--- src/rtl/seg_scroll_rom.sv ---
// seg_scroll_rom: scrolling message engine for a DIGITS-wide seven-segment display.
// It holds a writable character buffer and a 32-entry active-low segment ROM.
// An offset sequencer scrolls the message left or right on a divided tick,
// or one step per rising edge of Step when in manual mode.
//
// Ports:
//   clock, reset_n          rising-edge clock, async active-low reset
//   En                      0 blanks every digit and freezes the sequencer
//   Mode[1:0]               00 auto-left, 01 auto-right, 10 manual, 11 hold
//   Step                    manual step request; a rising edge steps once
//   Msg_Len[AW:0]           active length; 0 or > MSG_LEN means MSG_LEN
//   Wr_En/Wr_Addr/Wr_Char   buffer write port (out-of-range addresses ignored)
//   Seg_Out[7*DIGITS-1:0]   registered gfedcba, active-low; digit 0 in the top 7 bits
//   Offset[AW-1:0]          current scroll offset
//   Wrap_Pulse              one cycle after a step that wraps the offset

// Per-digit lane: picks buffer[(base + LANE) mod len], decodes it and registers the segments.
module seg_scroll_lane #(
  parameter int MSG_LEN = 16,
  parameter int AW      = 4,
  parameter int DIGITS  = 4,
  parameter int LANE    = 0
) (
  input  logic                    clock,
  input  logic                    reset_n,
  input  logic                    en_i,
  input  logic [AW-1:0]           base_i,  // already guaranteed < len_i
  input  logic [AW:0]             len_i,   // 1..MSG_LEN
  input  logic [MSG_LEN-1:0][4:0] buf_i,
  output logic [6:0]              seg_o
);
  // Headroom so that base + LANE cannot overflow before reduction.
  localparam int IW = AW + 4;

  logic [IW-1:0] idx;
  logic [4:0]    chr;
  logic [6:0]    seg_d, seg_q;

  function automatic logic [6:0] rom(input logic [4:0] c);
    case (c)
      5'd1:  rom = 7'b0001000; // A
      5'd2:  rom = 7'b0000011; // B
      5'd3:  rom = 7'b1000110; // C
      5'd4:  rom = 7'b0100001; // D
      5'd5:  rom = 7'b0000110; // E
      5'd6:  rom = 7'b0001110; // F
      5'd7:  rom = 7'b0010000; // G
      5'd8:  rom = 7'b0001011; // H
      5'd9:  rom = 7'b1111001; // I
      5'd10: rom = 7'b1110001; // J
      5'd11: rom = 7'b0001001; // K
      5'd12: rom = 7'b1000111; // L
      5'd13: rom = 7'b1001000; // M
      5'd14: rom = 7'b0101011; // N
      5'd15: rom = 7'b0101010; // N-tilde
      5'd16: rom = 7'b1000000; // O
      5'd17: rom = 7'b0001100; // P
      5'd18: rom = 7'b0011000; // Q
      5'd19: rom = 7'b0101111; // R
      5'd20: rom = 7'b0010010; // S
      5'd21: rom = 7'b0000111; // T
      5'd22: rom = 7'b1100011; // U
      5'd23: rom = 7'b1000001; // V
      5'd24: rom = 7'b0110000; // W
      5'd25: rom = 7'b0000101; // X
      5'd26: rom = 7'b0010001; // Y
      5'd27: rom = 7'b0100100; // Z
      default: rom = 7'b1111111; // space: 0 and 28..31
    endcase
  endfunction

  // The index is at most len-1 + DIGITS-1. With len >= 1, DIGITS conditional
  // subtractions always reduce it into range, so no divider is needed.
  always_comb begin
    idx = IW'(base_i) + IW'(LANE);
    for (int k = 0; k < DIGITS; k++)
      if (idx >= IW'(len_i)) idx = idx - IW'(len_i);
    chr   = buf_i[idx[AW-1:0]];
    seg_d = en_i ? rom(chr) : 7'h7F;
  end

  always_ff @(posedge clock or negedge reset_n)
    if (!reset_n) seg_q <= 7'h7F;
    else          seg_q <= seg_d;

  assign seg_o = seg_q;
endmodule

module seg_scroll_rom #(
  parameter  int DIGITS   = 4,
  parameter  int MSG_LEN  = 16,
  parameter  int TICK_DIV = 50_000_000,
  localparam int AW       = $clog2(MSG_LEN)
) (
  input  logic                  clock,
  input  logic                  reset_n,
  input  logic                  En,
  input  logic [1:0]            Mode,
  input  logic                  Step,
  input  logic [AW:0]           Msg_Len,
  input  logic                  Wr_En,
  input  logic [AW-1:0]         Wr_Addr,
  input  logic [4:0]            Wr_Char,
  output logic [7*DIGITS-1:0]   Seg_Out,
  output logic [AW-1:0]         Offset,
  output logic                  Wrap_Pulse
);
  localparam int          CW   = (TICK_DIV > 1) ? $clog2(TICK_DIV) : 1;
  localparam logic [AW:0] MAXL = (AW+1)'(MSG_LEN);

  logic [MSG_LEN-1:0][4:0] buf_q;
  logic [CW-1:0]           cnt_q, cnt_d;
  logic [AW-1:0]           off_q, off_d, off_inc, off_dec, base;
  logic                    wrap_q, wrap_d, step_q;
  logic [AW:0]             len, len_m1;
  logic                    run, tick, over, last, step_edge;
  logic [DIGITS-1:0][6:0]  seg;

  assign len       = (Msg_Len == '0 || Msg_Len > MAXL) ? MAXL : Msg_Len;
  assign len_m1    = len - 1'b1;
  assign over      = {1'b0, off_q} >= len;   // only after Msg_Len shrinks
  assign base      = over ? '0 : off_q;
  assign last      = {1'b0, off_q} == len_m1;
  assign off_inc   = last ? '0 : off_q + 1'b1;
  assign off_dec   = (off_q == '0) ? len_m1[AW-1:0] : off_q - 1'b1;
  assign step_edge = Step & ~step_q;

  assign run  = En && !Mode[1];
  assign tick = run && (cnt_q == CW'(TICK_DIV - 1));

  always_comb begin
    cnt_d  = run ? (tick ? '0 : cnt_q + 1'b1) : '0;
    off_d  = off_q;
    wrap_d = 1'b0;
    if (over) off_d = '0;   // silent clamp beats any step
    else if (En) begin
      case (Mode)
        2'b00:   if (tick)      begin off_d = off_inc; wrap_d = last;          end
        2'b01:   if (tick)      begin off_d = off_dec; wrap_d = (off_q == '0); end
        2'b10:   if (step_edge) begin off_d = off_inc; wrap_d = last;          end
        default: ;
      endcase
    end
  end

  always_ff @(posedge clock or negedge reset_n)
    if (!reset_n) begin
      cnt_q  <= '0;
      off_q  <= '0;
      wrap_q <= 1'b0;
      step_q <= 1'b0;
    end else begin
      cnt_q  <= cnt_d;
      off_q  <= off_d;
      wrap_q <= wrap_d;
      step_q <= Step;  // tracks in every mode so a held level never re-steps
    end

  always_ff @(posedge clock or negedge reset_n)
    if (!reset_n) buf_q <= '0;
    else if (Wr_En && ({1'b0, Wr_Addr} < MAXL)) buf_q[Wr_Addr] <= Wr_Char;

  for (genvar d = 0; d < DIGITS; d++) begin : g_lane
    seg_scroll_lane #(.MSG_LEN(MSG_LEN), .AW(AW), .DIGITS(DIGITS), .LANE(d)) u_lane (
      .clock  (clock),
      .reset_n(reset_n),
      .en_i   (En),
      .base_i (base),
      .len_i  (len),
      .buf_i  (buf_q),
      .seg_o  (seg[DIGITS-1-d])   // digit 0 lands in the top slice
    );
  end

  assign Seg_Out    = seg;
  assign Offset     = off_q;
  assign Wrap_Pulse = wrap_q;
endmodule

--- config.mk ---
export PLATFORM = sky130hd
export DESIGN_NAME = seg_scroll_rom
export DESIGN_NICKNAME = d
export VERILOG_FILES = /design/src/rtl/seg_scroll_rom.sv
export SDC_FILE = /design/constraint.sdc
export NUM_CORES = 1
export LEC_CHECK = 0
export BUFFER_PORTS_ARGS = -buffer_cell sky130_fd_sc_hd__clkbuf_2
export CORE_MARGIN = 2
export CORE_UTILIZATION = 39
export CTS_CLUSTER_DIAMETER = 40
export DETAILED_ROUTE_END_ITERATION = 8
export GPL_TIMING_DRIVEN = 0
export PLACE_DENSITY = 0.6
export SYNTH_ARGS = -nofsm -noshare
export SYNTH_HDL_FRONTEND = slang
export SYNTH_SLANG_ARGS = --single-unit
export TNS_END_PERCENT = 10
--- constraint.sdc ---
create_clock -name clock -period 10.6 [get_ports clock]
set_clock_uncertainty 0.2 [all_clocks]
set_input_delay 1.59 -clock clock [delete_from_list [all_inputs] [get_ports clock]]
set_output_delay 1.59 -clock clock [all_outputs]
set_load 0.05 [all_outputs]
Word-level counts from Yosys, hierarchy flattened
Memories as Yosys holds them, arrays and structs flattened.
Cells that the tools add are included.
{ "word_totals": {"reg_bits": 140, "mem_bits_ro": 896, "inputBits": 21, "output_inout_bits": 33, "wordCells": 144, "memories": 4} }
{ "memory_table": {"columns": ["memory", "depth", "width", "read_ports", "rd_clocked_by_memory_dff", "write_ports", "line", "source"], "rows": [
  ["(no name shown)", 32, 7, 1, 0, 0, "40", "case (c)"],
  ["(no name shown)", 32, 7, 1, 0, 0, "40", null],
  ["(no name shown)", 32, 7, 1, 0, 0, "40", null],
  ["(no name shown)", 32, 7, 1, 0, 0, "40", null]
]} }
{ "op_classes": {"add_sub_neg": 23, "magnitude_cmp": 24, "eq_ne": 7, "n_mux": 49, "bitwise": 2, "n_reduce_logical": 11} }
{ "ops": {"columns": ["cell", "n"], "rows": [
  ["greater-or-equal comparator 8 x 5 -> 1 bit", 12],
  ["two-way mux 8 bit", 12],
  ["binary-select mux 5 bit (select 4 bit)", 4],
  ["bitwise mux 80 bit", 1],
  ["subtractor 8 x 5 -> 8 bit", 8],
  ["two-way mux 26 bit", 2],
  ["two-way mux 4 bit", 12],
  ["two-way mux 5 bit", 6],
  ["two-way mux 7 bit", 4],
  ["adder 26 x 1 -> 26 bit (second input constant)", 1],
  ["== test 26 bit (second input constant)", 1],
  ["less-than comparator 4 x 5 -> 1 bit (second input constant)", 5],
  ["demux 5 bit (select 4 bit)", 1],
  ["subtractor 5 x 5 -> 6 bit", 3],
  ["subtractor 4 bit", 4],
  ["greater-or-equal comparator 5 bit", 3],
  ["one-hot mux 4 bit (3 select lines)", 1],
  ["adder 4 x 2 -> 5 bit (second input constant)", 2],
  ["greater-or-equal comparator 4 x 5 -> 1 bit", 2],
  ["!= test 3 bit (second input constant)", 3],
  ["subtractor 4 x 5 -> 6 bit", 1],
  ["adder 4 x 1 -> 5 bit (second input constant)", 1],
  ["== test 4 x 5 -> 1 bit", 1],
  ["> comparator 5 bit (second input constant)", 1],
  ["other kinds (19)", 25]
]} }

Longest topological paths before layout
Gate-level depths: netlist of the first run.
An unclocked memory read counts as a cell.
{ "logic_depth": {"word_depth": 18, "mapped_depth": 63, "ltp_nobuf": 56} }

Hierarchy
Synthesis of the first run repeated with hierarchy kept, for this count alone.
{ "hier_totals": {"cells_unflattened": 1883, "area_unflattened_um2": 16958.8} }
{ "by_module_without_submodules": {"columns": ["mod", "instances", "cells_per_inst", "area_each_um2"], "rows": [
  ["seg_scroll_rom", 1, 418, 5119.9],
  ["seg_scroll_lane (g_lane[0].u_lane)", 1, 433, 3235.6],
  ["seg_scroll_lane (g_lane[1].u_lane)", 1, 369, 2935.3],
  ["seg_scroll_lane (g_lane[2].u_lane)", 1, 337, 2835.2],
  ["seg_scroll_lane (g_lane[3].u_lane)", 1, 326, 2832.7]
]} }

Least setup slack after synthesis of the first run
OpenSTA, ideal clock, no wires.
{ "synth_path": {"kind": "input -> register", "startpoint": "input port Msg_Len[0]", "endpoint": "register g_lane[2].u_lane.seg_q[0]", "setup_ps": 62, "arrival_time_ps": 13843, "required_time_ps": 10338, "path_slack_ps": -3505, "path_stages": 54, "path_cell_list": "or4_1 > ha_1 > nand2b_1 > ha_1 > inv_1 > o21a_1 > nor2_1 > nand2_1 > nand2_1 > inv_1 > ha_1 > inv_1 > xnor2_1 > ha_1 > and4_1 > o31a_1 > buf_2 > o22ai_1 > (+18 left out) > nand2_1 > a21boi_0 > o21a_1 > o21a_1 > or3_1 > o31ai_1 > a21boi_2 > buf_4 > buf_4 > a21oi_1 > o311ai_1 > inv_1 > ha_1 > inv_1 > mux2i_1 > nor4_1 > a31oi_1 > o311a_1"} }
{ "synth_between": {"elab_chain_len": 18} }
{ "synth_lines": {"columns": ["item", "line", "source"], "rows": [
  ["start, declared", "100", "input logic [AW:0] Msg_Len,"],
  ["> comparator 5 bit or zero test 5 bit (tied branches)", "119", "assign len = (Msg_Len == '0 || Msg_Len > MAXL) ? MAXL : Msg_Len;"],
  ["logical OR 1 bit", "119", null],
  ["two-way mux 5 bit (*)", "119", null],
  ["greater-or-equal comparator 4 x 5 -> 1 bit", "121", "assign over = {1'b0, off_q} >= len;"],
  ["two-way mux 4 bit", "122", "assign base = over ? '0 : off_q;"],
  ["adder 4 x 2 -> 5 bit", "75", "idx = IW'(base_i) + IW'(LANE);"],
  ["subtractor 5 x 5 -> 6 bit or greater-or-equal comparator 5 bit (tied branches)", "77", "if (idx >= IW'(len_i)) idx = idx - IW'(len_i);"],
  ["two-way mux 8 bit", "77", null],
  ["(+3 left out)", null, null],
  ["two-way mux 8 bit", "77", null],
  ["greater-or-equal comparator 8 x 5 -> 1 bit or subtractor 4 bit (tied branches)", "77", null],
  ["two-way mux 4 bit (*)", "77", null],
  ["binary-select mux 5 bit (select 4 bit) (*)", "78", "chr = buf_i[idx[AW-1:0]];"],
  ["two-way mux 5 bit (not written as such) (*)", "78", null],
  ["memory read (32 x 7 bit) (*)", null, null],
  ["two-way mux 7 bit (*)", "79", "seg_d = en_i ? rom(chr) : 7'h7F;"],
  ["net g_lane[2].u_lane.seg_d[0]", "37", "logic [6:0] seg_d, seg_q;"],
  ["end signal, assigned", "84", "else seg_q <= seg_d;"],
  ["end, declared", "37", null]
]} }
The timed path passes the listed nets; every way through them passes the cells marked *. The select of a mux whose other input is x is not followed.
A chain may end at the register's enable or synchronous reset.

Worst setup path in the final report of the first run
{ "layout_path": {"startpoint": "input port Msg_Len[1]", "endpoint": "register g_lane[2].u_lane.seg_q[0]"} }
The elaborated chain is that of the path after synthesis.

==> metrics.md, run 1 <==
| Metric | Value |
|---|---|
| Status | `finished, violations left` |
| Failing checks | `setup timing` |
| Post-synth EDFFs | `0` |
| Yosys reg bits | `140` |
| Unrepaired setup endpoints after global routing | `yes` |
| Vias per cell | `6.08` |
| Crit path kind | `in -> reg` |
| Die Y | `206 um` |
| Min Tclk post-route | `12.66 ns` |
| CP Buf/Inv Count | `12` |
| # rows | `74` |
| Gr usage total | `25.0%` |
| Ys async rst share | `100%` |
| Initial DRC Count | `1,052` |
| Ant diodes | `0` |
| Initial antenna violation count | `0` |
| Layout area overhead | `27.8%` |
| Commonest non-fill, non-tap cells in the layout | `133 x nand2_1, 131 x buf_4, 120 x nor2_1` |
| CP arrival | `12.83 ns` |
| First-pass GRT wire length | `approximately 83,000 um` |
| Clk root buf | `clkbuf_16` |
| Setup violators final | `28` |
| Dominant synthesized flop cell | `dfrtp_1` |
| Post-Syn Area | `0.0159 sq mm` |
| Drt wl/cell | `21.4 um` |
| Clock transition at path regs | `0.06 ns` |
| Area of the core | `0.0406 sq mm` |
| Hold Path Stages | `1` |
| HPWL after DPL | `between 30,000 and 40,000 um` |
| Drc violations | `0` |
| Post-Synthesis Cells | `roughly 1,700` |
| Final wirelength | `between 50,000 and 60,000 um` |
| Clock Sinks | `140` |
| Post-synth cell types | `118` |
| Number of global-route vias before repair | `14,900` |
| Crit start category | `input port` |
| Port bufs | `52` |
| Commonest non-fill, non-tap cell in the layout | `nand2_1` |
| CP max-delay cell | `or4_4` |
| Fillers | `3,750` |
| Drt pass-1 iters | `5` |
| Full die area | `0.0425 sq mm` |
| Worst path depth | `57` |
| Clk_lat worst skew | `0.45 ns` |
| Critical Path RT | `around 11 ns` |
| Critical path fanouts, max | `7` |
| R2r worst-path depth | `53` |
| Total gr overflow | `0` |
| Hold crit path type | `reg -> reg` |
| Worst rel slew slack | `approximately 32%` |
| Yosys warnings | `0` |
| Post-Syn Nets | `around 1,900` |
| Largest net degree at the start of global routing | `72` |
| Top delay family on crit path | `compound AO/OA/AOI/OAI gates` |
| Final ANT Viol Nets | `0` |
| Nets | `2,117` |
| Period utilization | `119%` |
| Mapped Avg Cell Area | `9.13 sq um` |
| Peak Freq | `79.0 MHz` |
| Setup TNS | `-51.67 ns` |
| CTS buffer count | `17` |
| Sequential area share after synthesis | `22.2%` |
| Element type at the critical path end | `flop` |
| DIE WIDTH | `206 um` |
| I/O pins | `54` |
| Hold Fails Final Rpt | `0` |
| CP dominant cell by count | `ha_4` |
| Total of max-cap violations | `0` |
| Longest Clk Path Bufs | `2` |
| CTS tree | `yes` |
| Routability cong. | `0.974` |
| Layout cells sized above 1 | `34.5%` |
| Initial Util | `39.3%` |
| H-tree level count | `4` |
| Worst-margin pin slew | `just over 1 ns` |
| Final Max Tran Viols | `0` |
| Total number of vias | `15,200` |
| Crit-path max cell delay | `0.55 ns` |
| Final WS setup | `-2.06 ns` |
Yosys cell counts, types with 13 or more instances:
master / n / share of area (%)
buf_2: 24 / 0.75
buf_4: 13 / 0.61
o22ai_1: 23 / 0.90
nand2b_1: 27 / 1.1
a21o_1: 15 / 0.71
a21oi_1: 44 / 1.4
a31oi_1: 14 / 0.55
nor2b_1: 39 / 1.5
inv_1: 96 / 2.3
fa_1: 16 / 2.0
and3_1: 17 / 0.67
dfrtp_1: 112 / 18
xnor2_1: 31 / 1.7
nand3_1: 49 / 1.5
nor3_1: 21 / 0.66
a211oi_1: 13 / 0.61
mux4_2: 27 / 3.8
o31ai_1: 15 / 0.71
mux2_2: 98 / 6.9
a22oi_1: 17 / 0.80
or3_1: 17 / 0.67
dfstp_2: 28 / 4.6
o21ai_0: 70 / 2.2
clkbuf_1: 25 / 0.59
o21a_1: 24 / 1.1
nand2_1: 140 / 3.3
xor2_1: 29 / 1.6
nor2_1: 129 / 3.0
o211ai_1: 24 / 1.1
mux2i_1: 131 / 8.2
ha_1: 121 / 9.5
area by class of cell:
cell class	count	area (sq um)	area share, %
sequential	140	3540	17.4
tap	532	666	3.27
inverter	102	415	2.04
clock buffer	22	508	2.49
buffer	66	561	2.75
multi-input combinational	1438	13100	64.1
timing repair buffer	194	1500	7.38
clock inverter	10	121	0.596
worst paths after layout:
kind / start / to / slack (ns)
max: Msg_Len[1] / g_lane[2].u_lane.seg_o[0] / -2.06
min: cnt_q[0] / cnt_q[0] / 0.29
max reg2reg: Offset[0] / g_lane[2].u_lane.seg_o[0] / -0.49
min reg2reg: cnt_q[0] / cnt_q[0] / 0.29
max in group asynchronous: reset_n / g_lane[1].u_lane.seg_o[1] / 8.39
min in group asynchronous: reset_n / step_q / 0.92
per-layer routing:
metal / vias up / wire [um] / global-route usage [%]
met4: 0 / 1940 / 9.23
met3: 144 / 3820 / 4.16
met5: - / 0 / 0
li1: 7028 / - / -
met2: 611 / 24700 / 40.1
met1: 7449 / 23200 / 33.7
state kept, by name, indices dropped and copies added (netlist names):
register,cells
buf_q,80
Offset,4
g_lane.u_lane.seg_o,28
step_q,1
Wrap_Pulse,1
cnt_q,26
cell families (layout without fill, tap and decap cells):
group	after synthesis	count (layout)	share of synthesized area, %
flops	140	140	22.2
xor+xnor	60	60	3.29
simple gates	520	521	16.6
mux	263	263	19.6
fa+ha+maj	137	137	11.5
buf+inv	170	394	4.69
compound gates	457	457	22.2
through the flow:
| stage | cells | util [%] | hold WS (ns) | instance area [sq um] | setup WS (ns) |
|---|---|---|---|---|---|
| after floorplan | 1747 | - | 0.255 | 16500 | -2.19 |
| after global placement | 2331 | 42.9 | 0.278 | 17400 | -4.29 |
| after detailed placement | 2332 | 43.0 | 0.293 | 17500 | -4.42 |
| after CTS | 2458 | 48.1 | 0.302 | 19500 | -2.28 |
| after global routing | 2504 | 50.2 | 0.338 | 20400 | -2.42 |
| final | 2504 | 50.2 | 0.292 | 20400 | -2.06 |
timing repair:
item                       in CTS  in global routing
gates resized for setup       134                116
hold buffers                    0                  0
pin swaps                      51                 73
buffers inserted               92                 48
setup endpoints to repair      28                 28
cloned                          2                  0
Power of run 1 is not shown: default switching activity piles up to over one toggle a cycle in this logic, so the estimate is an artifact.
==> run 2, diff against run 1 <==
Settings changed: CELL_PAD_IN_SITES_DETAIL_PLACEMENT set to 0, CELL_PAD_IN_SITES_GLOBAL_PLACEMENT set to 2, CORE_UTILIZATION 39 to 37, PLACE_DENSITY 0.6 to 0.82.
==> run 2 against run 1 <==
Compared with the run above:
- the flow still finishes with violations (setup timing)
- sequential cell count did not move
- die area grew 5.3%
- non-clock buffer count is 1 lower
- worst hold slack got worse by 0.0092 ns
- setup slack got worse by 0.029 ns
- sequential share of layout area hardly changed
- final cell count grew 0.52%
- utilization decreased by 2.6 points
- first-iteration DRC count increased by 10%
- critical path depth decreased by 3
- register-to-register slack worse by 0.17 ns
- maximum frequency down 0.23%
- highest routed layer unchanged
==> metrics.md, run 2 (synthesized netlist as in run 1, its figures left out) <==
| Metric | Value |
|---|---|
| Status | `finished, violations left` |
| Failing checks | `setup timing` |
| Commonest non-fill, non-tap cells in the layout | `137 x buf_4, 132 x nand2_1, 121 x nor2_1` |
| Clock transition at path regs | `0.07 ns` |
| Total of max-cap violations | `0` |
| Drt wl/cell | `21.8 um` |
| I/O pins | `54` |
| Worst r2r dst | `g_lane[3].u_lane.seg_o[2]` |
| Vias per cell | `5.91` |
| Critical path fanouts, max | `7` |
| Worst hold path startpoint | `cnt_q[0]` |
| Highest routed layer | `met4` |
| Period utilization | `120%` |
| Final ANT Viol Nets | `0` |
| Crit path kind | `in -> reg` |
| Element type at the critical path end | `flop` |
| HPWL after DPL | `39,400 um` |
| Setup violators final | `28` |
| Port bufs | `52` |
| Drt pass-1 iters | `6` |
| Number of global-route vias before repair | `14,500` |
| CP max-delay cell | `or4_4` |
| Final WS setup | `-2.09 ns` |
| DIE WIDTH | `around 210 um` |
| Critical Path RT | `10.80 ns` |
| Clock Sinks | `140` |
| WHS Endpoint | `cnt_q[0]` |
| # rows | `76` |
| Largest net degree at the start of global routing | `108` |
| Hold Path Stages | `1` |
| Initial antenna violation count | `0` |
| Total number of vias | `14,900` |
| CTS buffer count | `17` |
| Unrepaired setup endpoints after global routing | `yes` |
| Setup slack, reg-to-reg | `-0.66 ns` |
| Area of the core | `0.0428 sq mm` |
| Layout cells sized above 1 | `35.1%` |
| Nets | `2,116` |
| Layout area overhead | `27.8%` |
| R2r worst-path depth | `50` |
| First-pass GRT wire length | `84,700 um` |
| CP arrival | `12.89 ns` |
| Initial Util | `37.3%` |
| Met3 routed WL | `2930 um` |
| Ant diodes | `0` |
| Crit-path max cell delay | `0.54 ns` |
| Initial DRC Count | `1,158` |
| Clk root buf | `clkbuf_16` |
| Routability cong. | `approximately 0.94` |
| Final Max Tran Viols | `0` |
| Met2 wire length | `roughly 25,000 um` |
| Crit start category | `input port` |
| Largest register FFs | `80` |
| Largest Register | `buf_q` |
| Clk_lat worst skew | `0.48 ns` |
| Longest Clk Path Bufs | `2` |
| Final wirelength | `54,900 um` |
| CP dominant cell by count | `ha_4` |
| Total gr overflow | `0` |
| Die Y | `212 um` |
| Setup TNS | `-51.15 ns` |
| Worst r2r src | `Offset[0]` |
| Worst-margin pin slew | `1.03 ns` |
| Hold Fails Final Rpt | `0` |
| Peak Freq | `78.8 MHz` |
| Drc violations | `0` |
| Hold crit path type | `reg -> reg` |
| Worst rel slew slack | `between 30% and 40%` |
| Commonest non-fill, non-tap cell in the layout | `buf_4` |
| Min Tclk post-route | `~13 ns` |
| Gr usage total | `approximately 25%` |
| H-tree level count | `4` |
| CTS tree | `yes` |
| DRT met1 WL | `25,100 um` |
| Full die area | `0.0448 sq mm` |
==> run 2: cell types whose count changed in the layout (fill, tap and decap cells not counted), moves of 4 or more <==
cell,previous run,this run
mux2i_1,115,119
inv_6,4,8
ha_2,8,12
clkbuf_2,54,50
ha_1,87,80
buf_6,23,17
buf_4,131,137
mux2i_2,11,5
nor2_2,7,3
==> run 2: cell type report <==
cell class	count	area, sq um
Multi-Input combinational cell	1438	13100
Buffer	65	539
Clock inverter	15	190
Timing Repair Buffer	194	1480
Clock buffer	17	425
Fill cell	4041	22400
Tap cell	546	683
Sequential cell	140	3540
Inverter	102	420
==> run 2: timing repair <==
item	in CTS	in global routing
pin swaps	43	89
hold buffers	0	0
setup buffers	73	68
resized for setup	116	152
cloned	1	0
endpoints found under the setup margin	28	28
==> run 2: critical path, delay by kind of cell <==
kind / cells / cell delay [ns]
adder cells (fa/ha/maj): 10 / 2.27
multiplexers: 7 / 1.43
AO/OA/AOI/OAI: 14 / 3.04
AND/OR/NAND/NOR: 16 / 3.59
buffers and inverters: 7 / 0.93
==> run 2: stage by stage <==
stage          setup slack, ns  instances  hold WS [ns]  cell area [sq um]  utilization [%]
2_1_floorplan            -2.19       1747         0.255              16500                -
3_3_place_gp             -4.67       2345         0.272              17400             40.7
3_5_place_dp             -4.76       2346         0.277              17500             40.8
4_1_cts                  -2.24       2452         0.287              19200             45.0
5_1_grt                  -2.45       2517         0.308              20400             47.6
6_report                 -2.09       2517         0.283              20400             47.6
==> run 2: metal layers <==
layer / up-vias / track usage (%)
li1: 7028 / -
met1: 7371 / 34.0
met2: 390 / 38.5
met3: 88 / 4.90
met4: 0 / 8.98
met5: - / 0
==> run 2: worst max path at each step <==
stage,from,end
after floorplan,Msg_Len[3],g_lane[3].u_lane.seg_o[2]
after global placement,Msg_Len[3],g_lane[1].u_lane.seg_o[4]
after detailed placement,Msg_Len[3],g_lane[1].u_lane.seg_o[4]
after CTS,Msg_Len[3],g_lane[3].u_lane.seg_o[2]
after global routing,Msg_Len[0],g_lane[3].u_lane.seg_o[2]
final,Msg_Len[0],g_lane[3].u_lane.seg_o[2]
Power of run 2 is left out for the same reason.
==> run 3, diff against run 2 <==
Settings changed: RECOVER_POWER set to 25.
==> run 3 against run 2 <==
Compared with the run above:
- the run ends with capacitance limit, slew limit, setup timing left
- critical path type unchanged
- maximum frequency about the same
- wire length about the same
- sequential share of layout area about the same
- cell area down 0.17%
- first-iteration DRC count up 5.9%
- non-clock buffer count unchanged
==> metrics.md, run 3 (synthesized netlist as in run 1, its figures left out) <==
| Metric | Value |
|---|---|
| Status | `finished, violations left` |
| Failing checks | `capacitance limit, slew limit, setup timing` |
| Post-layout instance area | `0.0204 sq mm` |
| I/O pins | `between 50 and 60` |
| Min Tclk post-route | `12.68 ns` |
| Longest Clk Path Bufs | `2` |
| Gr usage total | `24.8%` |
| CP dominant cell by count | `ha_4` |
| Hold Fails Final Rpt | `0` |
| Clock transition at path regs | `roughly 0.07 ns` |
| Gr busiest metal | `met2` |
| WHS Endpoint | `cnt_q[0]` |
| Initial Util | `37.3%` |
| Commonest non-fill, non-tap cell in the layout | `buf_4` |
| Initial DRC Count | `1,226` |
| Final wirelength | `roughly 55,000 um` |
| First-pass GRT wire length | `about 85,000 um` |
| Hold Path Stages | `1` |
| Die Y | `212 um` |
| Worst r2r src | `Offset[0]` |
| Port bufs | `52` |
| Hold Buf Count CTS | `0` |
| Layout cells sized above 1 | `35.0%` |
| Crit path kind | `in -> reg` |
| H-tree level count | `4` |
| Total of max-cap violations | `2` |
| Met3 usage | `4.90%` |
| Full die area | `0.0448 sq mm` |
| CP Buf/Inv Count | `7` |
| Drc violations | `0` |
| Largest register FFs | `80` |
| Vias per cell | `just under 6` |
| Final WS setup | `-2.08 ns` |
| Clk root buf | `clkbuf_16` |
| Routability cong. | `0.936` |
| Final hold slack | `0.282 ns` |
| Nets | `2,116` |
| Setup violators final | `28` |
| DIE WIDTH | `212 um` |
| Final Max Tran Viols | `143` |
| Setup slack, reg-to-reg | `-0.64 ns` |
| Total number of vias | `approximately 15,000` |
| CP arrival | `around 13 ns` |
| Worst-margin pin slew | `6.09 ns` |
| Layout area overhead | `27.6%` |
| Final ANT Viol Nets | `0` |
| Critical Path RT | `10.81 ns` |
| Met1 Track Usage GR | `34.0%` |
| HPWL after DPL | `39,400 um` |
| Total gr overflow | `0` |
| Met2 usage | `around 39%` |
| Hold crit path type | `reg -> reg` |
| Drt pass-1 iters | `7` |
| Period utilization | `120%` |
| Drt wl/cell | `21.8 um` |
| CTS tree | `yes` |
| Worst r2r dst | `g_lane[3].u_lane.seg_o[2]` |
| Peak Freq | `78.8 MHz` |
| Initial antenna violation count | `0` |
| Top delay family on crit path | `simple AND/OR/NAND/NOR gates` |
| Number of global-route vias before repair | `14,500` |
| # rows | `between 70 and 80` |
| Area of the core | `0.0428 sq mm` |
| Ant diodes | `0` |
| Unrepaired setup endpoints after global routing | `yes` |
| Largest Register | `buf_q` |
| Total placed instance area | `approximately 0.017 sq mm` |
| Clock Sinks | `between 100 and 150` |
| R2r worst-path depth | `50` |
| Critical path fanouts, max | `7` |
| CTS buffer count | `17` |
| Crit-path max cell delay | `0.54 ns` |
| Commonest non-fill, non-tap cells in the layout | `137 x buf_4, 132 x nand2_1, 121 x nor2_1` |
| Largest net degree at the start of global routing | `108` |
| Clk_lat worst skew | `0.49 ns` |
| Element type at the critical path end | `flop` |
| Setup TNS | `-51.18 ns` |
| Crit start category | `input port` |
| CP max-delay cell | `or4_4` |
| Worst hold path startpoint | `cnt_q[0]` |
| Final Core Density | `a little under half` |
| Worst rel slew slack | `-306%` |
run 3: cell count changes in the layout (fill, tap and decap cells not counted):
cell | before | now
buf_16 | 1 | 0
clkbuf_1 | 18 | 20
clkbuf_8 | 2 | 1
run 3: per-stage QoR:
stage,worst slack [ns],cells
after floorplan,-2.19,1747
after global placement,-4.67,2345
after detailed placement,-4.76,2346
after global routing,-2.45,2517
after CTS,-2.24,2452
final,-2.08,2517
run 3: metal layers:
| layer | wire, um | up-vias | share of wire (%) |
|---|---|---|---|
| li1 | - | 7028 | - |
| met1 | 24900 | 7391 | 45 |
| met2 | 25100 | 463 | 46 |
| met3 | 3210 | 90 | 5.9 |
| met4 | 1750 | 0 | 3.2 |
| met5 | 0 | - | 0 |
run 3: how the worst max path moves through the flow:
stage | from | end | slack [ns] | cells past startpoint
2_1_floorplan | Msg_Len[3] | g_lane[3].u_lane.seg_o[2] | -2.19 | 57
5_1_grt | Msg_Len[0] | g_lane[3].u_lane.seg_o[2] | -2.45 | 54
3_5_place_dp | Msg_Len[3] | g_lane[1].u_lane.seg_o[4] | -4.76 | 56
3_3_place_gp | Msg_Len[3] | g_lane[1].u_lane.seg_o[4] | -4.67 | 57
6_report | Msg_Len[0] | g_lane[3].u_lane.seg_o[2] | -2.08 | 54
4_1_cts | Msg_Len[3] | g_lane[3].u_lane.seg_o[2] | -2.24 | 57
run 3: timing repair:
item | in CTS | in global routing
pin swaps | 43 | 89
setup endpoints to repair | 28 | 28
setup buffers | 73 | 68
cloned | 1 | 0
gates resized for setup | 116 | 152
hold endpoints to repair | 0 | 0
run 3: final cells by class:
class	count	area [sq um]
fill	4043	22400
inverter	102	420
multi-input combinational	1438	13100
clock inverter	15	190
timing repair buffer	194	1440
buffer	65	539
clock buffer	17	425
sequential	140	3540
tap	546	683
Power of run 3 is left out for the same reason.
